## config.mk

```make
export PLATFORM = sky130hd
export DESIGN_NAME = fork_join_ctrl
export DESIGN_NICKNAME = d
export VERILOG_FILES = /design/src/rtl/fork_join_ctrl.sv
export SDC_FILE = /design/constraint.sdc
export NUM_CORES = 1
export LEC_CHECK = 0
export CORE_ASPECT_RATIO = 0.8
export CORE_MARGIN = 2
export CORE_UTILIZATION = 46
export DETAILED_ROUTE_END_ITERATION = 8
export GPL_TIMING_DRIVEN = 0
export PLACE_DENSITY_LB_ADDON = 0.1
export SYNTH_ARGS = -nofsm -noshare
export SYNTH_HDL_FRONTEND = slang
export SYNTH_SLANG_ARGS = --single-unit
```

## constraint.sdc

```tcl
create_clock -name clk -period 1.7 [get_ports clk]
set_input_delay 0.51 -clock clk [delete_from_list [all_inputs] [get_ports clk]]
set_output_delay 0.51 -clock clk [all_outputs]
set_load 0.03 [all_outputs]
```

## src/rtl/fork_join_ctrl.sv

```systemverilog
// fork_join_ctrl: forks two countdown jobs (A, B) per accepted start and
// issues one parent-continue pulse per fork under join / join_any / join_none.
module fork_join_ctrl #(
    parameter int CNT_W = 8
) (
    input  logic             clk,
    input  logic             rst,
    input  logic             start_valid,
    output logic             start_ready,
    input  logic [1:0]       mode,
    input  logic [CNT_W-1:0] dur_a,
    input  logic [CNT_W-1:0] dur_b,
    output logic             busy_a,
    output logic             busy_b,
    output logic             done_a,
    output logic             done_b,
    output logic             join_done,
    output logic [3:0]       fork_id
);

    typedef enum logic [1:0] {
        MODE_JOIN = 2'b00,
        MODE_ANY  = 2'b01,
        MODE_NONE = 2'b10,
        MODE_RSVD = 2'b11
    } mode_e;

    typedef enum logic {
        JOB_IDLE = 1'b0,
        JOB_RUN  = 1'b1
    } job_state_e;

    localparam logic [CNT_W-1:0] CNT_ZERO = {CNT_W{1'b0}};
    localparam logic [CNT_W-1:0] CNT_ONE  = {{(CNT_W-1){1'b0}}, 1'b1};

    job_state_e       st_a_r, st_b_r, st_a_nxt_s, st_b_nxt_s;
    logic [CNT_W-1:0] cnt_a_r, cnt_b_r, cnt_a_nxt_s, cnt_b_nxt_s;
    mode_e            mode_r, mode_eff_s;
    logic             seen_a_r, seen_b_r, seen_a_nxt_s, seen_b_nxt_s;
    logic             fired_r, fired_eff_s, fire_s;
    logic             fin_a_s, fin_b_s;
    logic             accept_s;

    // Ready only when both children are idle and reset is released.
    assign start_ready = !rst && !busy_a && !busy_b;
    assign accept_s    = start_valid && start_ready;

    // Job A next state: load on accept, count down while running.
    always_comb begin
        st_a_nxt_s  = st_a_r;
        cnt_a_nxt_s = cnt_a_r;
        fin_a_s     = 1'b0;
        if (accept_s) begin
            cnt_a_nxt_s = dur_a;
            if (dur_a != CNT_ZERO) begin
                st_a_nxt_s = JOB_RUN;
            end else begin
                st_a_nxt_s = JOB_IDLE;
                fin_a_s    = 1'b1;
            end
        end else if (st_a_r == JOB_RUN) begin
            cnt_a_nxt_s = cnt_a_r - CNT_ONE;
            if (cnt_a_r == CNT_ONE) begin
                st_a_nxt_s = JOB_IDLE;
                fin_a_s    = 1'b1;
            end else begin
                st_a_nxt_s = JOB_RUN;
            end
        end else begin
            st_a_nxt_s = JOB_IDLE;
        end
    end

    // Job B next state: identical to job A.
    always_comb begin
        st_b_nxt_s  = st_b_r;
        cnt_b_nxt_s = cnt_b_r;
        fin_b_s     = 1'b0;
        if (accept_s) begin
            cnt_b_nxt_s = dur_b;
            if (dur_b != CNT_ZERO) begin
                st_b_nxt_s = JOB_RUN;
            end else begin
                st_b_nxt_s = JOB_IDLE;
                fin_b_s    = 1'b1;
            end
        end else if (st_b_r == JOB_RUN) begin
            cnt_b_nxt_s = cnt_b_r - CNT_ONE;
            if (cnt_b_r == CNT_ONE) begin
                st_b_nxt_s = JOB_IDLE;
                fin_b_s    = 1'b1;
            end else begin
                st_b_nxt_s = JOB_RUN;
            end
        end else begin
            st_b_nxt_s = JOB_IDLE;
        end
    end

    // Join policy: the accept edge uses the incoming mode and starts a fresh
    // fork (completion history and the fired flag are cleared).
    always_comb begin
        mode_eff_s   = accept_s ? mode_e'(mode) : mode_r;
        fired_eff_s  = accept_s ? 1'b0 : fired_r;
        seen_a_nxt_s = accept_s ? fin_a_s : (seen_a_r | fin_a_s);
        seen_b_nxt_s = accept_s ? fin_b_s : (seen_b_r | fin_b_s);
        case (mode_eff_s)
            MODE_NONE: fire_s = accept_s;
            MODE_ANY:  fire_s = (fin_a_s | fin_b_s) && !fired_eff_s;
            MODE_JOIN: fire_s = seen_a_nxt_s && seen_b_nxt_s && !fired_eff_s;
            default:   fire_s = seen_a_nxt_s && seen_b_nxt_s && !fired_eff_s;
        endcase
    end

    // State, counters and registered outputs; reset aborts any fork silently.
    always_ff @(posedge clk or posedge rst) begin
        if (rst) begin
            st_a_r    <= JOB_IDLE;
            st_b_r    <= JOB_IDLE;
            cnt_a_r   <= CNT_ZERO;
            cnt_b_r   <= CNT_ZERO;
            mode_r    <= MODE_JOIN;
            seen_a_r  <= 1'b0;
            seen_b_r  <= 1'b0;
            fired_r   <= 1'b0;
            busy_a    <= 1'b0;
            busy_b    <= 1'b0;
            done_a    <= 1'b0;
            done_b    <= 1'b0;
            join_done <= 1'b0;
            fork_id   <= 4'd0;
        end else begin
            st_a_r    <= st_a_nxt_s;
            st_b_r    <= st_b_nxt_s;
            cnt_a_r   <= cnt_a_nxt_s;
            cnt_b_r   <= cnt_b_nxt_s;
            mode_r    <= mode_eff_s;
            seen_a_r  <= seen_a_nxt_s;
            seen_b_r  <= seen_b_nxt_s;
            fired_r   <= fired_eff_s | fire_s;
            busy_a    <= (st_a_nxt_s == JOB_RUN);
            busy_b    <= (st_b_nxt_s == JOB_RUN);
            done_a    <= fin_a_s;
            done_b    <= fin_b_s;
            join_done <= fire_s;
            if (accept_s) begin
                fork_id <= fork_id + 4'd1;
            end else begin
                fork_id <= fork_id;
            end
        end
    end

endmodule

```

==> results.py, run 1 <==
metrics = {
    "status": {
        "result_of_the_run": "finished, violations left",
        "violated_checks": "setup timing",
    },
    "global_routing": {
        "groute.usage.overall": 0.221,
        "grt_first_pass_wirelength_mm": 6.74,
        "grt_start_max_net_pins": 31,
        "initial_antenna_violation_count": 0,
        "first_global_vias": 1392,
        "grt-ovfl-total": 0,
    },
    "die": {
        "ios": 31,
        "placeableCoreArea_um2": 3380,
        "die-width_um": 69.6,
        "effective_utilization_at_floorplan": 0.470,
        "die_area_um2": 3930,
        "die_y_um": 56.5,
        "rows": 19,
    },
    "worst_setup_path": {
        "worstPathCellList": "buf_6 > or4b_4 > buf_8 > nand2_4 > o211ai_1 > o211ai_2 > o21ai_1",
        "max_stage_delay_ns": 0.57,
        "crit_type": "flip-flop to flip-flop",
        "r2r_endpoint": "join_done",
        "cp_max_fo": 4,
        "worstRegToRegCells": 7,
        "regToRegStartpoint": "st_a_r",
        "crit_path_top_delay_cell": "sky130_fd_sc_hd__or4b_4",
        "critical_path_arrival_ns": 1.97,
        "critPathBufInv": 2,
        "worst-path-stages": 7,
        "worst_path_dominant_cell_family": "simple AND/OR/NAND/NOR gates",
        "reg2reg_slack_ns": -0.11,
        "worstSetupStartpointType": "flip-flop",
        "critPathRequiredTime_ns": 1.86,
        "cp-end-kind": "flip-flop",
    },
    "sta": {
        "post-route-period-util": 1.07,
        "fmax_ghz": 0.552,
        "unrepaired_setup_endpoints_after_global_routing": "yes",
        "skew_ns": 0.00363,
        "final_period_minus_worst_setup_slack_ns": 1.81,
        "setup_violation_total_in_the_final_timing_report": 5,
        "post-route-worst-setup-slack_ns": -0.111,
        "final_max_slew_viol_count": 0,
        "worst_slew_pin_slew_ns": 0.635,
        "timing.max_slew.rel_slack": 0.576,
        "finalHoldViolCount": 0,
    },
    "power_and_ir_drop": {
        "power_density_cells_nw_per_um2": 910,
        "comb_power_share": 0.193,
        "power.net_switching_uw": 591,
        "power_frac_clock": 0.343,
        "vdd_ir_drop_max_mv": 0.707,
        "fraction_of_power_consumed_by_sequential_logic": 0.465,
        "cell_internal_pwr_uw": 1460,
        "cellLeakagePower_uw": 0.000976,
        "swShare": 0.289,
    },
    "placement": {
        "gp_congestion": 0.798,
        "port-buffer-count": 30,
        "dpl_cell_area_um2": 1950,
        "placement.setup.worst_slack_ns": -0.725,
        "detailedPlacementHpwl_mm": 2.58,
    },
    "layout": {
        "final_nets": 238,
        "fillCellCount": 267,
        "final_cell_mix": "28 x sky130_fd_sc_hd__dfrtp_1, 25 x sky130_fd_sc_hd__nand2_1, 18 x sky130_fd_sc_hd__buf_4, 18 x sky130_fd_sc_hd__clkdlybuf4s50_1, 12 x sky130_fd_sc_hd__o21ai_0",
        "n_antenna_cell": 0,
        "synthToLayoutAreaGrowth_pct": 41.8,
        "drive_above_1_share": 0.244,
        "post-route-cell-area_um2": 2250,
        "mostFrequentLayoutCell": "sky130_fd_sc_hd__dfrtp_1",
    },
    "synth": {
        "synth_top_flop_cell": "sky130_fd_sc_hd__dfrtp_1",
        "synthesized_netlist_cell_count": 158,
        "synth.yosys.seq_area_share": 0.474,
        "ys_seq_elements": 30,
        "syn-mean-instance-area_um2": 10.0,
        "synth_cell_type_count": 38,
        "synth_top_area_cell": "sky130_fd_sc_hd__dfrtp_1",
        "synth_fp_nets": 184,
        "post_synth_main_area_contributors": "sky130_fd_sc_hd__dfrtp_1 47%, sky130_fd_sc_hd__nand2_1 6.2%, sky130_fd_sc_hd__xnor2_1 4.4%",
        "synth_top_area_frac": 0.474,
        "async_reset_ff_frac": 1.00,
        "netlist_area_um2": 1590,
        "synth_edf_count": 0,
        "ys.warnings.count": 0,
    },
    "run": {
        "maxCapViolations": 0,
    },
    "detailed_routing": {
        "wl_per_cell_um": 15.9,
        "detail_route.first_pass.iterations": 4,
        "ant_nets": 0,
        "post-route-drc-count": 0,
        "wirelength_mm": 4.06,
        "post_drt_via_cell_ratio": 5.53,
        "via_count": 1411,
        "drtIter0Drc": 82,
    },
    "min_path": {
        "holdCritPathClass": "flip-flop to flip-flop",
        "min-delay-start": "fork_id[3]",
        "worst_hold_path.endpoint": "fork_id[3]",
        "holdPathStages": 1,
    },
    "cts": {
        "holdBufCountCts": 0,
        "cts-root-buf": "sky130_fd_sc_hd__clkbuf_8",
        "clk_pin_slew_ns": 0.07,
        "htree_levels": 2,
        "insertion_delay_ns": 0.28,
        "cts.sink_count": 30,
        "tritoncts.num_buffers": 5,
        "ctsLongestPathBuffers": 2,
        "tritoncts": "built",
    },
}
worst max-delay path by stage:
stage            from           to  slack, ns
2_1_floorplan     rst      fired_r      -0.04
3_3_place_gp      rst  start_ready      -0.67
3_5_place_dp      rst   cnt_a_r[5]      -0.73
4_1_cts        st_a_r      fired_r      -0.12
5_1_grt           rst    join_done      -0.17
6_report       st_a_r    join_done      -0.11
power by group through the flow:
stage               logic (uW)  clock network (uW)  registers, uW
floorplan                  251                   0            919
global placement           351                   0            939
detailed placement         370                   0            938
CTS                        383                 715            935
global route               448                 755            969
finish                     395                 701            951
synth_stat cells (all sizes together), types with 3 or more instances:
cell type	n
o21ai	15
inv	7
ha	5
nor4	5
nand3b	3
buf	4
a22oi	8
a221o	3
o211ai	5
xor2	5
nor3	3
nand2	26
xnor2	8
nor2	9
dfrtp	30
layer usage:
layer,vias to the layer above,global-route usage,routed length [um]
met5,-,0,0
met2,37,0.328,1910
met1,684,0.313,1860
met4,0,0.0907,93
li1,682,-,-
met3,8,0.0539,206
cell type report:
class	instances	area, um2	area share
multi-input cells	117	856	0.381
flip-flops and latches	30	753	0.335
repair buffers	47	409	0.182
clock buffers	5	68.8	0.0306
well taps	42	52.6	0.0234
clock inverters	3	40.0	0.0178
plain buffers	4	38.8	0.0173
inverters	7	30.0	0.0134
cell families (layout without fill, tap and decap cells):
logic type	after synthesis	count (layout)	share of synthesized area
flip-flops	30	30	0.474
AND/OR/NAND/NOR	60	60	0.209
XOR/XNOR	13	13	0.0718
adder cells (fa/ha/maj)	5	5	0.0395
buffers and inverters	11	66	0.0284
AO/OA/AOI/OAI	39	39	0.178
worst reg2reg max path, delay by kind of cell, from the launching register on:
family / cells / cell delay [ns]
and+or+nand+nor: 2 / 0.62
DFF: 1 / 0.41
AOI/OAI and AO/OA: 3 / 0.38
buffers and inverters: 2 / 0.28
per-stage QoR:
step	utilization	total power (uW)	cells	TNS, ns	hold WS (ns)
floorplan	-	1170	158	-0.0708	0.441
finish	0.666	2050	255	-0.276	0.472
global placement	0.579	1290	230	-25.83	0.463
CTS	0.640	2030	249	-0.267	0.474
detailed placement	0.579	1310	230	-28.02	0.459
global route	0.666	2170	255	-0.804	0.501
registers in the layout (all words and copies together), names as in the netlist, 2 cells and up:
register	flops
cnt_a_r	8
cnt_b_r	8
fork_id	4
mode_r	2
timing repair:
action,CTS,global route
gates resized for setup,26,13
endpoints found under the setup margin,69,29
pin swaps,9,10
setup buffers,12,6
(Power assumes the default switching activity.)
==> inputs of run 2 (changes only) <==
--- a/config.mk
+++ b/config.mk
@@ -5,9 +5,11 @@
 export SDC_FILE = /design/constraint.sdc
 export NUM_CORES = 1
 export LEC_CHECK = 0
+export ABC_AREA = 1
+export ABC_CLOCK_PERIOD_IN_PS = 1700
 export CORE_ASPECT_RATIO = 0.8
 export CORE_MARGIN = 2
-export CORE_UTILIZATION = 46
+export CORE_UTILIZATION = 47
 export DETAILED_ROUTE_END_ITERATION = 8
 export GPL_TIMING_DRIVEN = 0
 export PLACE_DENSITY_LB_ADDON = 0.1
==> results.py, run 2 <==
metrics = {
    "worst_setup_path": {
        "crit_top_cell": "sky130_fd_sc_hd__buf_6",
        "worst_path_dominant_cell_family": "buffers and inverters",
        "critical_path_arrival_ns": 1.11,
        "crit_path_top_delay_cell": "sky130_fd_sc_hd__dfrtp_1",
        "critPathRequiredTime_ns": 1.19,
        "max_stage_delay_ns": 0.38,
        "worstSetupStartpointType": "flip-flop",
        "crit_type": "flip-flop to output port",
        "cp_max_fo": 8,
        "cp-end-kind": "output port",
        "worstPathCellList": "buf_6 > inv_8 > nand2_2 > inv_1 > buf_6",
        "critPathBufInv": 4,
    },
    "layout": {
        "final_cell_mix": "59 x sky130_fd_sc_hd__nand2_1, 30 x sky130_fd_sc_hd__dfrtp_1, 24 x sky130_fd_sc_hd__inv_1",
        "fillCellCount": 315,
        "synthToLayoutAreaGrowth_pct": 26.3,
        "n_antenna_cell": 0,
        "drive_above_1_share": 0.118,
        "post-route-cell-area_um2": 2180,
        "fin_cells": 288,
        "mostFrequentLayoutCell": "sky130_fd_sc_hd__nand2_1",
        "final_nets": 272,
        "biggest_regs": "cnt_a_r (8), cnt_b_r (8), fork_id (4)",
    },
    "synth": {
        "ys.warnings.count": 0,
        "synthesized_netlist_cell_count": 208,
        "synth_cell_type_count": 28,
        "netlist_area_um2": 1730,
        "synth_top_flop_cell": "sky130_fd_sc_hd__dfrtp_1",
        "synth_top_area_frac": 0.434,
        "synth_top_area_cell": "sky130_fd_sc_hd__dfrtp_1",
        "synth_most_common_cell": "sky130_fd_sc_hd__nand2_1",
        "synth_edf_count": 0,
        "post_synth_fa_ha_maj_area_fraction": 0.0362,
        "synth.area.mux_share": 0,
        "synth_compound_area_frac": 0.0999,
        "post_synth_main_area_contributors": "sky130_fd_sc_hd__dfrtp_1 43%, sky130_fd_sc_hd__nand2_1 13%, sky130_fd_sc_hd__inv_1 5.2%",
        "synth.yosys.seq_area_share": 0.434,
        "synth_xor_xnor_area_share": 0.0709,
        "async_reset_ff_frac": 1.00,
        "synth_top_family_by_area": "simple AND/OR/NAND/NOR gates",
        "post_synth_and_or_nand_nor_area_fraction": 0.271,
        "synth_common_cells": "60 x sky130_fd_sc_hd__nand2_1, 30 x sky130_fd_sc_hd__dfrtp_1, 24 x sky130_fd_sc_hd__inv_1",
        "syn-mean-instance-area_um2": 8.31,
        "ys_seq_elements": 30,
        "synth_fp_nets": 234,
    },
    "power_and_ir_drop": {
        "power_frac_clock": 0.404,
        "swShare": 0.218,
        "comb_power_share": 0.058,
        "cell_internal_pwr_uw": 1040,
        "power_density_cells_nw_per_um2": 608,
        "cellLeakagePower_uw": 0.00111,
        "power.net_switching_uw": 289,
        "fraction_of_power_consumed_by_sequential_logic": 0.538,
        "vdd_ir_drop_max_mv": 0.378,
    },
    "detailed_routing": {
        "wirelength_mm": 3.57,
        "routed_length_on_met3_um": 156,
        "via_count": 1413,
        "wl_per_cell_um": 12.4,
        "detail_route.wirelength.met1_mm": 1.89,
        "ant_nets": 0,
        "detail_route.first_pass.iterations": 4,
        "route.top_layer_used": "met4",
        "wl_met2_mm": 1.47,
        "post_drt_via_cell_ratio": 4.91,
        "post-route-drc-count": 0,
        "drtIter0Drc": 91,
    },
    "cts": {
        "clk_pin_slew_ns": 0.06,
        "tritoncts.num_buffers": 5,
        "insertion_delay_ns": 0.28,
        "cts.sink_count": 30,
        "ctsLongestPathBuffers": 2,
        "htree_levels": 2,
        "tritoncts": "built",
        "cts-root-buf": "sky130_fd_sc_hd__clkbuf_8",
    },
    "die": {
        "effective_utilization_at_floorplan": 0.498,
        "rows": 19,
        "ios": 31,
        "placeableCoreArea_um2": 3470,
        "die-width_um": 71.8,
        "die_y_um": 58.3,
        "die_area_um2": 4180,
    },
    "global_routing": {
        "grt_start_max_net_pins": 31,
        "grt-ovfl-total": 0,
        "initial_antenna_violation_count": 0,
        "groute.usage.overall": 0.199,
        "first_global_vias": 1351,
        "grt_first_pass_wirelength_mm": 6.29,
    },
    "min_path": {
        "holdCritPathClass": "flip-flop to flip-flop",
    },
    "sta": {
        "final_period_minus_worst_setup_slack_ns": 1.62,
        "skew_ns": 0.00570,
        "unrepaired_setup_endpoints_after_global_routing": "no",
        "setup_violation_total_in_the_final_timing_report": 0,
        "fmax_ghz": 0.616,
        "final_max_slew_viol_count": 0,
        "post-route-period-util": 0.955,
        "worst_slew_pin_slew_ns": 1.11,
        "timing.max_slew.rel_slack": 0.259,
        "finalHoldViolCount": 0,
    },
    "placement": {
        "dpl_cell_area_um2": 2080,
        "placed_cells": 280,
        "port-buffer-count": 30,
        "gp_congestion": 0.826,
        "detailedPlacementHpwl_mm": 2.60,
    },
    "status": {
        "result_of_the_run": "finished, final reports clean",
    },
    "run": {
        "maxCapViolations": 0,
    },
}
==> run 2: changes by cell type in the layout (fill, tap and decap cells not counted), moves of 4 or more <==
cell,previous run,this run
sky130_fd_sc_hd__a22oi_1,8,0
sky130_fd_sc_hd__buf_4,18,1
sky130_fd_sc_hd__inv_1,6,24
sky130_fd_sc_hd__nand2_1,25,59
sky130_fd_sc_hd__nand3_1,1,14
sky130_fd_sc_hd__nor2_1,8,16
sky130_fd_sc_hd__nor4_1,4,0
sky130_fd_sc_hd__o211ai_1,3,10
sky130_fd_sc_hd__o21ai_0,12,5
sky130_fd_sc_hd__o221ai_1,0,4
sky130_fd_sc_hd__xor2_1,5,9
==> run 2: metal layers <==
metal / GRT usage / vias to the layer above
met5: 0 / -
met4: 0.0728 / 0
met3: 0.0539 / 6
met2: 0.283 / 33
met1: 0.292 / 636
li1: - / 738
==> run 2: area by class of cell <==
cell class | instances | area, um2 | share of cell area
Multi-Input combinational cell | 146 | 842 | 0.386
Sequential cell | 30 | 751 | 0.344
Timing Repair Buffer | 31 | 302 | 0.138
Inverter | 27 | 110 | 0.0504
Clock buffer | 7 | 76.3 | 0.0350
Tap cell | 42 | 52.6 | 0.0241
Buffer | 5 | 50.0 | 0.0229
==> run 2: worst reg2reg max path: stages, from the launching register on <==
cell	delay, ns
sky130_fd_sc_hd__dfrtp_1	0.38
sky130_fd_sc_hd__buf_6	0.13
sky130_fd_sc_hd__nor2_8	0.10
sky130_fd_sc_hd__nand3_4	0.08
sky130_fd_sc_hd__buf_6	0.15
sky130_fd_sc_hd__o21ai_2	0.15
sky130_fd_sc_hd__nor2_2	0.05
sky130_fd_sc_hd__o21ai_1	0.06
sky130_fd_sc_hd__nand2_1	0.06
sky130_fd_sc_hd__nand2_1	0.08
sky130_fd_sc_hd__nand3_1	0.08
==> run 2: logic make-up (layout without fill, tap and decap cells) <==
kind of cell,after synthesis,count (layout)
AO/OA/AOI/OAI,24,24
adder cells (fa/ha/maj),5,5
flip-flops,30,30
XOR/XNOR,14,14
buffers and inverters,32,70
AND/OR/NAND/NOR,103,103
==> run 2: power groups by stage <==
stage | logic (uW) | registers [uW] | clock network, uW
after CTS | 78.1 | 714 | 547
after detailed placement | 78.0 | 727 | 0
after global placement | 77.9 | 727 | 0
final | 77.4 | 714 | 536
after global routing | 87.5 | 713 | 586
after floorplan | 17.4 | 727 | 0
==> run 2: final timing paths <==
kind / startpoint / slack (ns) / endpoint / cells after the start
max reg2reg: st_a_r / 0.25 / fired_r / 10
min in group asynchronous: rst / 0.67 / done_b / 2
max in group asynchronous: rst / 0.36 / mode_r[1] / 2
max: st_b_r / 0.08 / start_ready / 5
min: fork_id[3] / 0.47 / fork_id[3] / 1
min reg2reg: fork_id[3] / 0.47 / fork_id[3] / 1
==> run 2: timing repair <==
item | in CTS | in global routing
hold buffers | 0 | 0
pin swaps | 0 | 3
gates resized for setup | 18 | 10
setup buffers | 0 | 1
endpoints found under the setup margin | 45 | 3
==> run 2: stage by stage <==
| stage | power (uW) | setup TNS (ns) | setup slack (ns) | utilization | hold slack (ns) |
|---|---|---|---|---|---|
| after floorplan | 745 | 0 | 0.183 | - | 0.462 |
| after global placement | 805 | -17.90 | -0.756 | 0.600 | 0.459 |
| after detailed placement | 805 | -18.58 | -0.763 | 0.600 | 0.460 |
| after CTS | 1340 | 0 | 0.0105 | 0.618 | 0.472 |
| after global routing | 1390 | 0 | 0.000908 | 0.629 | 0.500 |
| final | 1330 | 0 | 0.0759 | 0.629 | 0.469 |
